<file path="src/rtl/uart_frame_rx.sv">
// Frame receiver: SOF, fixed-length payload, XOR checksum; accepted frames are
// committed to a holding register and offered downstream via valid/ready.
module uart_frame_rx #(
    parameter int         PAYLOAD_BYTES  = 32,
    parameter logic [7:0] SOF            = 8'hA5,
    parameter int         TIMEOUT_CYCLES = 17360
) (
    input  logic                       CLOCK_50,
    input  logic                       rst,
    input  logic [7:0]                 rx_data,
    input  logic                       rx_valid,
    output logic [8*PAYLOAD_BYTES-1:0] frame_data,
    output logic                       frame_valid,
    input  logic                       frame_ready,
    output logic                       err_checksum,
    output logic                       err_timeout,
    output logic                       err_overrun,
    output logic [15:0]                frame_count,
    output logic [1:0]                 fsm_state
);

    localparam int IW = (PAYLOAD_BYTES > 1) ? $clog2(PAYLOAD_BYTES) : 1;
    localparam int TW = $clog2(TIMEOUT_CYCLES);

    typedef enum logic [1:0] {IDLE = 2'd0, PAYLOAD = 2'd1, CHECK = 2'd2} state_t;

    state_t                     state, state_next;
    logic [IW-1:0]              idx;
    logic [7:0]                 chk;
    logic [TW-1:0]              timer;
    logic [8*PAYLOAD_BYTES-1:0] staging;

    logic start_frame, store_byte, check_byte, sum_ok;
    logic commit, overrun, bad_sum, timed_out;

    always_ff @(posedge CLOCK_50) begin
        if (rst) state <= IDLE;
        else     state <= state_next;
    end

    always_comb begin
        state_next = state;
        case (state)
            IDLE:    if (start_frame) state_next = PAYLOAD;
            PAYLOAD: begin
                if (store_byte && idx == IW'(PAYLOAD_BYTES - 1)) state_next = CHECK;
                else if (timed_out)                               state_next = IDLE;
            end
            CHECK:   if (check_byte || timed_out) state_next = IDLE;
            default: state_next = IDLE;
        endcase
    end

    // Handshake: a frame transfers on a cycle with frame_valid && frame_ready;
    // frame_data holds while frame_valid is high and only a commit replaces it.
    always_comb begin
        start_frame = (state == IDLE) && rx_valid && (rx_data == SOF);
        store_byte  = (state == PAYLOAD) && rx_valid;
        check_byte  = (state == CHECK) && rx_valid;
        sum_ok      = (rx_data == chk);
        commit      = check_byte && sum_ok && (!frame_valid || frame_ready);
        overrun     = check_byte && sum_ok && frame_valid && !frame_ready;
        bad_sum     = check_byte && !sum_ok;
        timed_out   = (state != IDLE) && !rx_valid && (timer == TW'(TIMEOUT_CYCLES - 1));
        fsm_state   = state;
    end

    always_ff @(posedge CLOCK_50) begin
        if (rst) begin
            idx          <= '0;
            chk          <= '0;
            timer        <= '0;
            frame_data   <= '0;
            frame_valid  <= 1'b0;
            frame_count  <= '0;
            err_checksum <= 1'b0;
            err_timeout  <= 1'b0;
            err_overrun  <= 1'b0;
        end else begin
            if (start_frame) begin
                idx <= '0;
                chk <= '0;
            end else if (store_byte) begin
                staging[int'(idx)*8 +: 8] <= rx_data;
                chk                       <= chk ^ rx_data;
                idx                       <= idx + 1'b1;
            end

            // Timer only runs on silent cycles inside a frame.
            if (state == IDLE || rx_valid || timed_out) timer <= '0;
            else                                        timer <= timer + 1'b1;

            if (commit) begin
                frame_data  <= staging;
                frame_valid <= 1'b1;
                frame_count <= frame_count + 16'd1;
            end else if (frame_ready) begin
                frame_valid <= 1'b0;
            end

            err_checksum <= bad_sum;
            err_timeout  <= timed_out;
            err_overrun  <= overrun;
        end
    end

endmodule

</file>
<file path="config.mk">
export PLATFORM = sky130hd
export DESIGN_NAME = uart_frame_rx
export DESIGN_NICKNAME = d
export VERILOG_FILES = /design/src/rtl/uart_frame_rx.sv
export SDC_FILE = /design/constraint.sdc
export NUM_CORES = 1
export LEC_CHECK = 0
export ABC_CLOCK_PERIOD_IN_PS = 4200
export BUFFER_PORTS_ARGS = -buffer_cell sky130_fd_sc_hd__buf_2
export CORE_UTILIZATION = 40
export DETAILED_ROUTE_END_ITERATION = 16
export PLACE_DENSITY = 0.55
export SYNTH_ARGS = -nofsm -noshare
export SYNTH_HDL_FRONTEND = slang
export SYNTH_SLANG_ARGS = --single-unit
</file>
<file path="constraint.sdc">
create_clock -name CLOCK_50 -period 4.2 [get_ports CLOCK_50]
set_clock_uncertainty 0.05 [all_clocks]
set_input_delay 0.42 -clock CLOCK_50 [delete_from_list [all_inputs] [get_ports CLOCK_50]]
set_output_delay 0.42 -clock CLOCK_50 [all_outputs]
set_load 0.05 [all_outputs]
</file>
Word level (Yosys, flattened, before mapping)
Cells that the tools add are included.
{ "totals": {"latch_bits": 0, "out_inout_bits": 278, "ramBits": 0, "ff_bits": 562, "n_memories": 0, "inputBits": 12, "rom_bits": 0} }
{ "classes": {"shift": 2, "reduce_logical": 27, "add_sub_neg": 4, "mul": 0, "eq_ne": 9, "n_bitwise": 3, "div": 0, "muxes": 8, "order_cmp": 0} }
{ "op_table": {"columns": ["op", "count"], "rows": [
  ["bitwise mux 256 bit", 1],
  ["variable shift 8 x 33 -> 256 bit (first input constant)", 1],
  ["indexed part select 8 x 33 -> 256 bit", 1],
  ["negation 8 -> 33 bit", 1],
  ["adder 16 x 1 -> 16 bit (second input constant)", 1],
  ["adder 15 x 1 -> 15 bit (second input constant)", 1],
  ["== test 15 bit (second input constant)", 1],
  ["logical AND 1 bit", 12],
  ["== test 8 bit", 1],
  ["== test 8 bit (second input constant)", 1],
  ["two-way mux 2 bit", 4],
  ["XOR 8 bit", 1],
  ["case mux 2 bit (3 select lines)", 1],
  ["AND reduction 3 bit", 2],
  ["adder 5 x 1 -> 5 bit (second input constant)", 1],
  ["== test 5 bit (second input constant)", 1],
  ["logical NOT 1 bit", 4],
  ["logical OR 1 bit", 4],
  ["inequality test 2 bit (second input constant)", 2],
  ["nonzero test 2 bit", 2],
  ["OR reduction 2 bit", 2],
  ["inequality test 3 bit (second input constant)", 1],
  ["== test 2 x 1 -> 1 bit (second input constant)", 1],
  ["== test 2 bit (second input constant)", 1],
  ["other kinds (3)", 5]
]} }

Logic depth before layout (Yosys ltp)
Gate-level depths: netlist of run 1.
{ "depth": {"word_depth": 6, "depth_mapped": 10, "depth_no_buf": 7} }

Worst setup path before layout of run 1
No wires, ideal clock.
{ "synth_path": {"kind": "reg-to-reg", "from": "reg idx[0] (netlist name)", "to": "reg staging[0] (enable)", "path_slack_ns": 1.153, "arrival_time_ns": 2.626, "synth_period_minus_slack_ns": 3.047, "stages_incl_launch_ff": 9, "cell_sequence": "dfxtp_1 > clkbuf_1 > inv_1 > ha_1 > xor2_1 > nand2_1 > nor4b_2 > nand2_1 > nor2_1"} }
{ "synth_rtl": {"columns": ["item", "line", "source"], "rows": [
  ["to (signal, indexed assignment)", "84", "staging[int'(idx)*8 +: 8] <= rx_data;"],
  ["to (decl)", "31", "logic [8*PAYLOAD_BYTES-1:0] staging;"]
]} }

==> metrics.cfg, run 1 <==
[logic_synthesis]
yosys.area.top_type_share_pct = 37.22
synth_fa_ha_area_share_pct = 0.3634
synthesis.yosys.warnings = 0
post_synth_edffs = 256
synth_top_area_cell = sky130_fd_sc_hd__edfxtp_1
post_synth_and_or_nand_nor_area_fraction_pct = 20.83
post_synth.cell_area_avg_um2 = 9.984
syn_inst = 2069
synth_async_sr_flop_share_pct = 0
area_contributors_post_synth = sky130_fd_sc_hd__edfxtp_1 (37%), sky130_fd_sc_hd__dfxtp_1 (30%), sky130_fd_sc_hd__nand2_1 (10%), sky130_fd_sc_hd__a21oi_1 (6.6%), sky130_fd_sc_hd__nor3_1 (3.8%)
synth_xor_area_share_pct = 1.781
seq_cells_post_synth = 562
synthesis.nets = 2087
post_synth_instance_area_mm2 = 0.02066
synth.area.mux_share_pct = 0.04846
yosys.cell_types.count = 42
most_frequently_used_flop_master_after_synthesis = sky130_fd_sc_hd__dfxtp_1
ys_seq_area_share_pct = 66.87
synth_compound_gate_area_share_pct = 6.936
main_combinational_cell_family_by_area_after_synthesis = simple AND/OR/NAND/NOR gates

[placement]
hpwl_um = 38300
io_buffer_count = 289
gp_routability_congestion = 0.8213

[status]
status = finished clean

[grt]
grt_start_max_net_pins = 195
grt_remaining_overflow = 0
grt_util_all_layers_pct = 21.85
grt_pass1_wl_um = 89090
number_of_antenna_violations_at_the_first_check_in_global_routing = 0
via_count_of_the_first_global_routing_pass = 15138

[critical_path]
endpoint_kind = flip-flop
worstPathRequired_ps = 4380
timing.critical_path.from_type = flip-flop
crit_path_max_fanout = 18
worst_ep_arrival_time_ps = 3690
crit_path_cell_trace = inv_1 -> ha_1 -> or4b_1 -> nor3_2 -> nor4b_2 -> nand2_1 -> nor2_1
critical_path_buf_inv_count = 1
slowest_delay_ps = 840
crit_type = flip-flop to flip-flop
r2r_slack_ps = 700
cpLargestDelayFamily = simple AND/OR/NAND/NOR gates
timing.critical_path.slowest_stage_cell = sky130_fd_sc_hd__or4b_1

[pwr]
worst_ir_drop_vdd_mv = 0.2983
power_per_cell_area_mw_per_mm2 = 441.4
leakagePower_uw = 0.008633

[timing]
grt_setup_unrepaired = no
layout_min_cycle_time_ps = 3504
worstMarginPinSlew_ps = 1091
final_max_slew_viol_count = 0
fmax_mhz = 285.4
setup_viol = 0
relSlewSlack_pct = 27.04
final_hold_viol_count = 0
setup-tns-final_ps = 0
min_period_over_period_pct = 83.42

[drt]
detail_route.iter0.violations = 1078
detail_route.wl_per_cell_um = 19.19
postRouteAntennaNets = 0
route.detailed.drc = 0
vias = 15425
drt_wl_total_um = 57700
drt_pass1_iterations = 6
routed_via_density = 5.131

[die]
initial_core_util_pct = 40.84
chipWidth_um = 229.2
fp.dieH_um = 229.2
io_pins = 290
die_area_mm2 = 0.05255
core.rowCount = 82
fp.coreArea_mm2 = 0.05058

[worst_hold_path]
worst_hold_path_type = input port to flip-flop

[clock_tree]
cts_tree = built
cts.root.buffer_cell = sky130_fd_sc_hd__clkbuf_16
total_clock_buffers_created_by_cts = 57
tritoncts_num_sinks = 562
post_cts_buffers = 0
h-tree-depth = 2
clock_insertion_delay_worst_skew_ps = 600
cts_hold_repair.buffers = 0
cts_max_path_buffers = 3
clkSlewWorstSetupHoldPaths_ps = 60
cts_resized = 0

[run]
timing.max_cap.violations = 0

[final_layout]
layout-area-overhead-vs-synth_pct = 18.60
final_core_util_pct = 48.43
number_of_nets_in_the_final_layout = 2303
drive_gt1_share_pct = 18.17
insertedDiodeCount = 0

## tightest hold or removal path: cells and delay by family
kind          cells  cell delay, ps
simple gates      2             150
xor+xnor          1              60
buf+inv           1             150
## power breakdown
group / switching [uW] / total, uW / internal (uW)
clock network: 2110 / 5060 / 2940
registers: 0.103 / 5670 / 5670
logic: 71.7 / 84.9 / 13.3
total: 2190 / 10800 / 8630
## path summary, 6_finish.rpt
check / startpoint / to / cells after the start
setup / recovery: idx[1] / staging[5] / 7
hold / removal: rx_data[7] / chk[7] / 4
setup reg to reg: idx[1] / staging[5] / 7
hold reg to reg: frame_data[167] / frame_data[167] / 2
## flip-flops by register name, indices dropped and copies added, names as in the netlist
| register | count |
|---|---|
| chk | 8 |
| fsm_state | 2 |
| err_overrun | 1 |
| idx | 5 |
| err_checksum | 1 |
| frame_count | 16 |
| err_timeout | 1 |
| frame_data | 256 |
| timer | 15 |
| frame_valid | 1 |
| staging | 256 |
## routing by layer
layer	vias to the layer above	track usage [%]	routed length (um)
met1	7506	28.53	24670
met5	-	0	0
met4	0	6.104	1306
met2	403	37.22	28650
met3	90	3.748	3070
li1	7426	-	-
## Yosys cell counts (3+ instances only)
cell type	instances
sky130_fd_sc_hd__a21oi_1	271
sky130_fd_sc_hd__and2_1	9
sky130_fd_sc_hd__and3_1	7
sky130_fd_sc_hd__and4_1	3
sky130_fd_sc_hd__buf_1	3
sky130_fd_sc_hd__buf_2	29
sky130_fd_sc_hd__clkbuf_1	126
sky130_fd_sc_hd__dfxtp_1	306
sky130_fd_sc_hd__edfxtp_1	256
sky130_fd_sc_hd__ha_1	6
sky130_fd_sc_hd__inv_1	5
sky130_fd_sc_hd__nand2_1	572
sky130_fd_sc_hd__nand2b_1	9
sky130_fd_sc_hd__nand3_1	24
sky130_fd_sc_hd__nand4_1	12
sky130_fd_sc_hd__nor2_1	180
sky130_fd_sc_hd__nor2b_1	8
sky130_fd_sc_hd__nor3_1	158
sky130_fd_sc_hd__nor4_1	4
sky130_fd_sc_hd__o31ai_1	5
sky130_fd_sc_hd__or3_1	4
sky130_fd_sc_hd__or4_1	7
sky130_fd_sc_hd__xnor2_1	12
sky130_fd_sc_hd__xor2_1	30
## kinds of logic after synthesis
kind of cell             Yosys count
multiplexers                       1
flip-flops                       562
XOR/XNOR                          42
AO/OA/AOI/OAI                    282
AND/OR/NAND/NOR                 1012
adder cells (fa/ha/maj)            6
buffers and inverters            164
## layout make-up
type                    instances  area (um2)
fillers                      4769       26080
repair buffers                316        1709
clock inverters                25       181.4
clock buffers                  83        1710
multi-input cells            1343        6225
inverters                       5       18.77
flip-flops and latches        562       13810
well taps                     672       840.8
## stage by stage
step | std cells | total power [uW] | instance area [um2] | hold slack [ps] | setup WS [ps]
2_1_floorplan | 2069 | 5844 | 20660 | 391.6 | 1153
3_3_place_gp | 2898 | 5874 | 22610 | 392.5 | 968.1
3_5_place_dp | 2898 | 5875 | 22610 | 393.9 | 765.8
4_1_cts | 3006 | 10930 | 24500 | 130.5 | 743.8
5_1_grt | 3006 | 11150 | 24500 | 157.0 | 415.9
6_report | 3006 | 10810 | 24500 | 166.5 | 696.3
## cell usage in the layout, fill, tap and decap left out, types with 8 or more instances in the layout
cell / netlist / routed
sky130_fd_sc_hd__nand2_1: 572 / 566
sky130_fd_sc_hd__dfxtp_1: 306 / 306
sky130_fd_sc_hd__buf_2: 29 / 288
sky130_fd_sc_hd__a21oi_1: 271 / 271
sky130_fd_sc_hd__edfxtp_1: 256 / 256
sky130_fd_sc_hd__nor2_1: 180 / 180
sky130_fd_sc_hd__nor3_1: 158 / 158
sky130_fd_sc_hd__clkbuf_16: 0 / 61
sky130_fd_sc_hd__xor2_1: 30 / 30
sky130_fd_sc_hd__nand3_1: 24 / 23
sky130_fd_sc_hd__buf_4: 1 / 23
sky130_fd_sc_hd__clkinv_2: 0 / 14
sky130_fd_sc_hd__xnor2_1: 12 / 12
sky130_fd_sc_hd__nand4_1: 12 / 12
sky130_fd_sc_hd__clkbuf_1: 126 / 11
sky130_fd_sc_hd__clkbuf_8: 0 / 10
sky130_fd_sc_hd__and2_1: 9 / 9
sky130_fd_sc_hd__nor2b_1: 8 / 8
(Power assumes the default switching activity.)
==> inputs of run 2 (changes only) <==
--- a/config.mk
+++ b/config.mk
@@ -5,7 +5,8 @@
 export SDC_FILE = /design/constraint.sdc
 export NUM_CORES = 1
 export LEC_CHECK = 0
-export ABC_CLOCK_PERIOD_IN_PS = 4200
+export ABC_AREA = 1
+export ABC_CLOCK_PERIOD_IN_PS = 3500
 export BUFFER_PORTS_ARGS = -buffer_cell sky130_fd_sc_hd__buf_2
 export CORE_UTILIZATION = 40
 export DETAILED_ROUTE_END_ITERATION = 16
==> constraint.sdc (replaced) <==
create_clock -name CLOCK_50 -period 3.5 [get_ports CLOCK_50]
set_clock_uncertainty 0.05 [all_clocks]
set_input_delay 0.35 -clock CLOCK_50 [delete_from_list [all_inputs] [get_ports CLOCK_50]]
set_output_delay 0.35 -clock CLOCK_50 [all_outputs]
set_load 0.05 [all_outputs]
==> run 2 against run 1 <==
- clock power is 33% higher
- register-to-register slack worse by 170 ps
- sequential power is 20% higher
- synthesized cell count grew 14%
- critical endpoint is now staging[201]
- largest power group unchanged
==> metrics.cfg, run 2 <==
[placement]
pre_cts_ws_ps = 537.4  ; -228.4 ps
io_buffer_count = 289  ; unchanged
gp_routability_congestion = 0.9120  ; +11%
hpwl_um = 46470  ; +21%
place.detailed.instances = 3255  ; +12%

[die]
fp.dieH_um = 235.3  ; +2.7%
die_area_mm2 = 0.05538  ; +5.4%
io_pins = 290  ; unchanged
fp.coreArea_mm2 = 0.05381  ; +6.4%
core.rowCount = 85  ; +3.7%
chipWidth_um = 235.3  ; +2.7%
initial_core_util_pct = 40.47  ; -0.37 points

[final_layout]
reg.largest.list = frame_data (256), staging (256), frame_count (16)
number_of_nets_in_the_final_layout = 2638  ; +15%
layout_common_cells = sky130_fd_sc_hd__nand2_1 (442), sky130_fd_sc_hd__nor2_1 (392), sky130_fd_sc_hd__nand3_1 (334), sky130_fd_sc_hd__dfxtp_1 (306), sky130_fd_sc_hd__buf_2 (288)
layout.cells.most_common = sky130_fd_sc_hd__nand2_1
final-instance-count-excl-fill = 3365  ; +12%
drive_gt1_share_pct = 18.28  ; +0.12 points
insertedDiodeCount = 0  ; unchanged
fillCellCount = 5155  ; +8.1%
final_core_util_pct = 48.52  ; +0.082 points
layout-area-overhead-vs-synth_pct = 19.89

[logic_synthesis]
ys_seq_area_share_pct = 63.43  ; -3.4 points
synth_top_cells_by_count = sky130_fd_sc_hd__nand2_1 (443), sky130_fd_sc_hd__nor2_1 (392), sky130_fd_sc_hd__nand3_1 (334)
yosys.cell_types.count = 30  ; -29%
post_synth.cell_area_avg_um2 = 9.204  ; -7.8%
synthesis.yosys.warnings = 0  ; unchanged
synth_top_area_cell = sky130_fd_sc_hd__edfxtp_1
area_contributors_post_synth = sky130_fd_sc_hd__edfxtp_1 (35%), sky130_fd_sc_hd__dfxtp_1 (28%), sky130_fd_sc_hd__nand3_1 (7.7%), sky130_fd_sc_hd__nand2_1 (7.6%), sky130_fd_sc_hd__nor2_1 (6.8%)
yosys.area.top_type_share_pct = 35.30  ; -1.9 points
seq_cells_post_synth = 562  ; unchanged
post_synth_instance_area_mm2 = 0.02178  ; +5.4%
post_synth_edffs = 256  ; unchanged
syn_inst = 2366  ; +14%
yosysMostFrequentCell = sky130_fd_sc_hd__nand2_1
most_frequently_used_flop_master_after_synthesis = sky130_fd_sc_hd__dfxtp_1
synth_async_sr_flop_share_pct = 0  ; unchanged
synthesis.nets = 2384  ; +14%

[grt]
grt_start_max_net_pins = 168  ; -14%
grt_pass1_wl_um = 99070  ; +11%
grt_util_all_layers_pct = 23.25  ; +1.4 points
grt_remaining_overflow = 0  ; unchanged
via_count_of_the_first_global_routing_pass = 16524  ; +9.2%
number_of_antenna_violations_at_the_first_check_in_global_routing = 0  ; unchanged

[clock_tree]
cts.root.buffer_cell = sky130_fd_sc_hd__clkbuf_16
post_cts_buffers = 0  ; unchanged
total_clock_buffers_created_by_cts = 58  ; +1.8%
tritoncts_num_sinks = 562  ; unchanged
clock_insertion_delay_worst_skew_ps = 610  ; about the same
cts_tree = built
clkSlewWorstSetupHoldPaths_ps = 60  ; about the same
h-tree-depth = 2  ; unchanged
cts_max_path_buffers = 3  ; unchanged

[worst_hold_path]
worst_hold_path_type = input port to flip-flop

[drt]
route.detailed.drc = 0  ; unchanged
drt_pass1_iterations = 5  ; -1
drt_wl_total_um = 65490  ; +13%
routed_via_density = 5.212  ; +1.6%
detail_route.wl_per_cell_um = 19.46  ; +1.4%
detail_route.iter0.violations = 1395  ; +29%
postRouteAntennaNets = 0  ; unchanged
vias = 17538  ; +14%

[timing]
grt_setup_unrepaired = no
final_max_slew_viol_count = 0  ; unchanged
final_hold_viol_count = 0  ; unchanged
setup_viol = 0  ; unchanged
worstMarginPinSlew_ps = 979.5  ; -111.0 ps
layout_min_cycle_time_ps = 2979  ; -525.1 ps
layout_setup_ws_ps = 521.4  ; -174.9 ps
setup-tns-final_ps = 0  ; unchanged
holdWs_ps = 109.9  ; -56.54 ps
fmax_mhz = 335.7  ; +18%
min_period_over_period_pct = 85.10  ; +1.7 points
relSlewSlack_pct = 34.70  ; +7.7 points

[pwr]
leakagePower_uw = 0.008940  ; +3.6%
worst_ir_drop_vdd_mv = 0.3442  ; +15%
power_per_cell_area_mw_per_mm2 = 521.9  ; +18%

[critical_path]
cpLargestDelayFamily = simple AND/OR/NAND/NOR gates
timing.critical_path.from_type = flip-flop
worstPathRequired_ps = 3770  ; -610 ps
critical_path_buf_inv_count = 3  ; +2
slowest_delay_ps = 400  ; -440 ps
crit_path_max_fanout = 11  ; -7
crit_type = flip-flop to flip-flop
worst_ep_arrival_time_ps = 3250  ; -440 ps
timing.critical_path.slowest_stage_cell = sky130_fd_sc_hd__nor2_1
crit_path_cell_trace = inv_2 -> ha_1 -> nand2_1 -> nor2_1 -> ha_2 -> inv_2 -> nand2_1 -> nor2_1 -> nand2_1 -> nor2_1 -> buf_4
endpoint_kind = flip-flop

[status]
status = finished clean

[run]
timing.max_cap.violations = 0  ; unchanged

run 2: cell families after synthesis:
logic type,count (synthesis),share of synthesized area (%)
AO/OA/AOI/OAI,295,6.791
XOR/XNOR,14,0.5976
adder cells (fa/ha/maj),6,0.3447
buffers and inverters,261,5.113
flip-flops,562,63.43
AND/OR/NAND/NOR,1228,23.72
run 2: layer usage:
layer / share of wire, % / wire length (um) / vias up / global-route usage, %
met5: 0 / 0 / - / 0
met4: 2.8 / 1821 / 0 / 7.229
met3: 5.7 / 3734 / 112 / 3.975
met2: 48 / 31240 / 555 / 37.83
met1: 44 / 28690 / 8438 / 31.64
li1: - / - / 8433 / -
run 2: where the power goes:
group          switching [uW]  internal [uW]
clock                    2590           4130
sequential              0.103           6800
combinational            85.0           16.7
run 2: final cells by class:
cell class	instances	area (um2)	share of cell area, %
repair buffers	364	2108	8.075
inverters	91	349.1	1.337
flip-flops and latches	562	13810	52.91
clock buffers	79	1659	6.355
multi-input cells	1543	6867	26.30
well taps	696	870.8	3.335
clock inverters	30	441.7	1.692
run 2: worst register-to-register path: cells and delay by family (launching register included):
family	cells	cell delay, ps
AND/OR/NAND/NOR	6	1160
adder cells (fa/ha/maj)	2	680
buffers and inverters	3	480
flip-flops	1	320
run 2: final timing paths:
path                  end  slack (ps)      from  depth (start not counted)
min reg2reg      timer[0]         400  timer[0]                          1
min          err_checksum         110       rst                          2
max reg2reg  staging[201]         520    idx[0]                         11
max          staging[201]         520    idx[0]                         11
run 2: repair_timing:
action,4_1_cts,5_1_grt
hold endpoints to repair,1,0
gates resized for setup,0,0
hold buffers,1,0
run 2: stage by stage:
step | area, um2 | power, uW
floorplan | 21780 | 7009
global placement | 24000 | 7047
detailed placement | 24000 | 7047
CTS | 26110 | 13740
global route | 26110 | 14050
finish | 26110 | 13630
==> inputs of run 3 (changes only) <==
--- a/config.mk
+++ b/config.mk
@@ -6,8 +6,7 @@
 export NUM_CORES = 1
 export LEC_CHECK = 0
 export ABC_AREA = 1
-export ABC_CLOCK_PERIOD_IN_PS = 3500
-export BUFFER_PORTS_ARGS = -buffer_cell sky130_fd_sc_hd__buf_2
+export BUFFER_PORTS_ARGS = -buffer_cell sky130_fd_sc_hd__buf_4
 export CORE_UTILIZATION = 40
 export DETAILED_ROUTE_END_ITERATION = 16
 export PLACE_DENSITY = 0.55
==> constraint.sdc (replaced) <==
create_clock -name CLOCK_50 -period 3.5 [get_ports CLOCK_50]
set_clock_uncertainty 0.05 [all_clocks]
set_input_delay 0.35 -clock CLOCK_50 [delete_from_list [all_inputs] [get_ports CLOCK_50]]
set_output_delay 0.35 -clock CLOCK_50 [all_outputs]
set_load 0.02 [all_outputs]
==> run 3 against run 2 <==
- die area unchanged
- via count up 0.44%
- sequential share of layout area down 1.3 points
- core utilization up 1.2 points
- worst hold slack worse by 30 ps
- sequential power about the same
- critical path type unchanged
- total power down 2.9%
==> metrics.cfg, run 3 (same netlist as run 2, synthesis figures left out) <==
[drt]
detail_route.wl_per_cell_um = 19.79  ; +1.7%
postRouteAntennaNets = 0  ; unchanged
drt_pass1_iterations = 7  ; +2
route.detailed.drc = 0  ; unchanged
routed_via_density = 5.224  ; +0.23%
detail_route.iter0.violations = 1565  ; +12%
vias = 17615  ; +0.44%
drt_wl_total_um = 66730  ; +1.9%

[grt]
grt_pass1_wl_um = 101200  ; +2.1%
via_count_of_the_first_global_routing_pass = 16698  ; +1.1%
number_of_antenna_violations_at_the_first_check_in_global_routing = 0  ; unchanged
grt_start_max_net_pins = 167  ; -0.60%
grt_util_all_layers_pct = 23.68  ; +0.44 points
grt_remaining_overflow = 0  ; unchanged

[timing]
setup_viol = 0  ; unchanged
layout_setup_ws_ps = 451.9  ; -69.58 ps
relSlewSlack_pct = 39.56  ; +4.9 points
fmax_mhz = 328.1  ; -2.3%
min_period_over_period_pct = 87.09  ; +2.0 points
layout_min_cycle_time_ps = 3048  ; +69.58 ps
final_max_slew_viol_count = 0  ; unchanged
grt_setup_unrepaired = no
worstMarginPinSlew_ps = 906.7  ; -72.87 ps
final_hold_viol_count = 0  ; unchanged
setup-tns-final_ps = 0  ; unchanged

[pwr]
seqPwrFrac_pct = 51.4  ; +1.5 points
clkPwrFrac_pct = 47.8  ; -1.5 points
comb_power_share_pct = 0.8  ; about the same
netSwitchingFraction_pct = 20.33  ; +0.69 points
power.total_uw = 13240  ; -2.9%
power_per_cell_area_mw_per_mm2 = 495.0  ; -5.2%
intPower_uw = 10550  ; -3.7%
worst_ir_drop_vdd_mv = 0.3785  ; +10%
p_sw_uw = 2691  ; +0.57%
leakagePower_uw = 0.008885  ; -0.62%

[critical_path]
crit-reg2reg-launch = idx[0]
worst_ep_arrival_time_ps = 3460  ; +210 ps
crit_path_max_fanout = 31  ; +20
r2r_slack_ps = 450  ; -70 ps
worstPathRequired_ps = 3910  ; +140 ps
rr_worst_depth = 10  ; -1
crit_type = flip-flop to flip-flop
r2r-end = staging[224]
timing.critical_path.from_type = flip-flop
endpoint_kind = flip-flop

[final_layout]
number_of_nets_in_the_final_layout = 2644  ; +0.23%
layout-area-overhead-vs-synth_pct = 22.81
insertedDiodeCount = 0  ; unchanged
finish.instance_area_mm2 = 0.02674  ; +2.4%
reg.largest.list = frame_data (256), staging (256), frame_count (16)
layout.cells.most_common = sky130_fd_sc_hd__nand2_1
final-instance-count-excl-fill = 3372  ; +0.21%
drive_gt1_share_pct = 18.54  ; +0.25 points
layout_common_cells = sky130_fd_sc_hd__nand2_1 (442), sky130_fd_sc_hd__nor2_1 (392), sky130_fd_sc_hd__buf_4 (361), sky130_fd_sc_hd__nand3_1 (334), sky130_fd_sc_hd__dfxtp_1 (306)

[die]
io_pins = 290  ; unchanged
fp.coreArea_mm2 = 0.05381  ; unchanged
initial_core_util_pct = 40.47  ; unchanged
chipWidth_um = 235.3  ; unchanged
core.rowCount = 85  ; unchanged
die_area_mm2 = 0.05538  ; unchanged
fp.dieH_um = 235.3  ; unchanged

[clock_tree]
post_cts_buffers = 0  ; unchanged
total_clock_buffers_created_by_cts = 59  ; +1.7%
clock_insertion_delay_worst_skew_ps = 610  ; about the same
cts_resized = 0  ; unchanged
cts_hold_repair.buffers = 1  ; unchanged
cts_tree = built
clkSlewWorstSetupHoldPaths_ps = 70  ; about the same
cts.root.buffer_cell = sky130_fd_sc_hd__clkbuf_16
h-tree-depth = 2  ; unchanged
tritoncts_num_sinks = 562  ; unchanged
cts_max_path_buffers = 3  ; unchanged

[placement]
place.detailed.instances = 3260  ; +0.15%
dpl_cell_area_mm2 = 0.02474  ; +3.1%
hpwl_um = 47800  ; +2.9%
io_buffer_count = 289  ; unchanged
pre_cts_ws_ps = 487.9  ; -49.50 ps
gp_routability_congestion = 0.9199  ; +0.87%

[run]
timing.max_cap.violations = 0  ; unchanged

[worst_hold_path]
hold_path_startpoint = rx_data[3]
min_delay_path_depth = 4  ; +2
worstHoldEndpoint = fsm_state[0]
worst_hold_path_type = input port to flip-flop

[status]
status = finished clean

-- run 3: critical path: stages (launching register included) --
cell                      delay [ps]
sky130_fd_sc_hd__dfxtp_1         320
sky130_fd_sc_hd__inv_2           140
sky130_fd_sc_hd__ha_1            290
sky130_fd_sc_hd__nand2_1          90
sky130_fd_sc_hd__nor2_1          170
sky130_fd_sc_hd__ha_2            380
sky130_fd_sc_hd__inv_2            80
sky130_fd_sc_hd__buf_4           280
sky130_fd_sc_hd__nand3_2         550
sky130_fd_sc_hd__buf_12          400
sky130_fd_sc_hd__nor2_1          130
-- run 3: layout make-up --
type	count	area, um2
Timing Repair Buffer	369	2854
Fill cell	5111	27070
Clock inverter	29	235.2
Multi-Input combinational cell	1543	6867
Inverter	91	349.1
Tap cell	696	870.8
Clock buffer	82	1755
Sequential cell	562	13810
-- run 3: worst max-delay path by stage --
stage | startpoint | to | slack, ps | cells after the start
floorplan | idx[0] | staging[0] | 470 | 9
global placement | idx[0] | staging[228] | 580 | 10
detailed placement | idx[0] | staging[224] | 490 | 10
CTS | idx[0] | staging[224] | 480 | 10
global route | idx[0] | staging[224] | 220 | 10
finish | idx[0] | staging[224] | 450 | 10
-- run 3: metrics by stage --
step           hold WS, ps  utilization, %
2_1_floorplan        367.5               -
3_3_place_gp         379.3           45.98
3_5_place_dp         392.9           45.98
4_1_cts              42.07           49.70
5_1_grt              67.51           49.70
6_report             80.11           49.70
-- run 3: metal layers --
metal | GRT usage (%) | wire length, um
met1 | 32.33 | 29270
met5 | 0 | 0
met4 | 6.754 | 1669
met3 | 3.612 | 3769
met2 | 39.05 | 32020
-- run 3: power groups by stage --
stage / Clock [uW] / Combinational, uW / Sequential (uW)
floorplan: 0 / 62.1 / 6950
global placement: 0 / 104 / 6950
detailed placement: 0 / 103 / 6950
CTS: 6460 / 104 / 6800
global route: 6700 / 114 / 6800
finish: 6330 / 104 / 6800
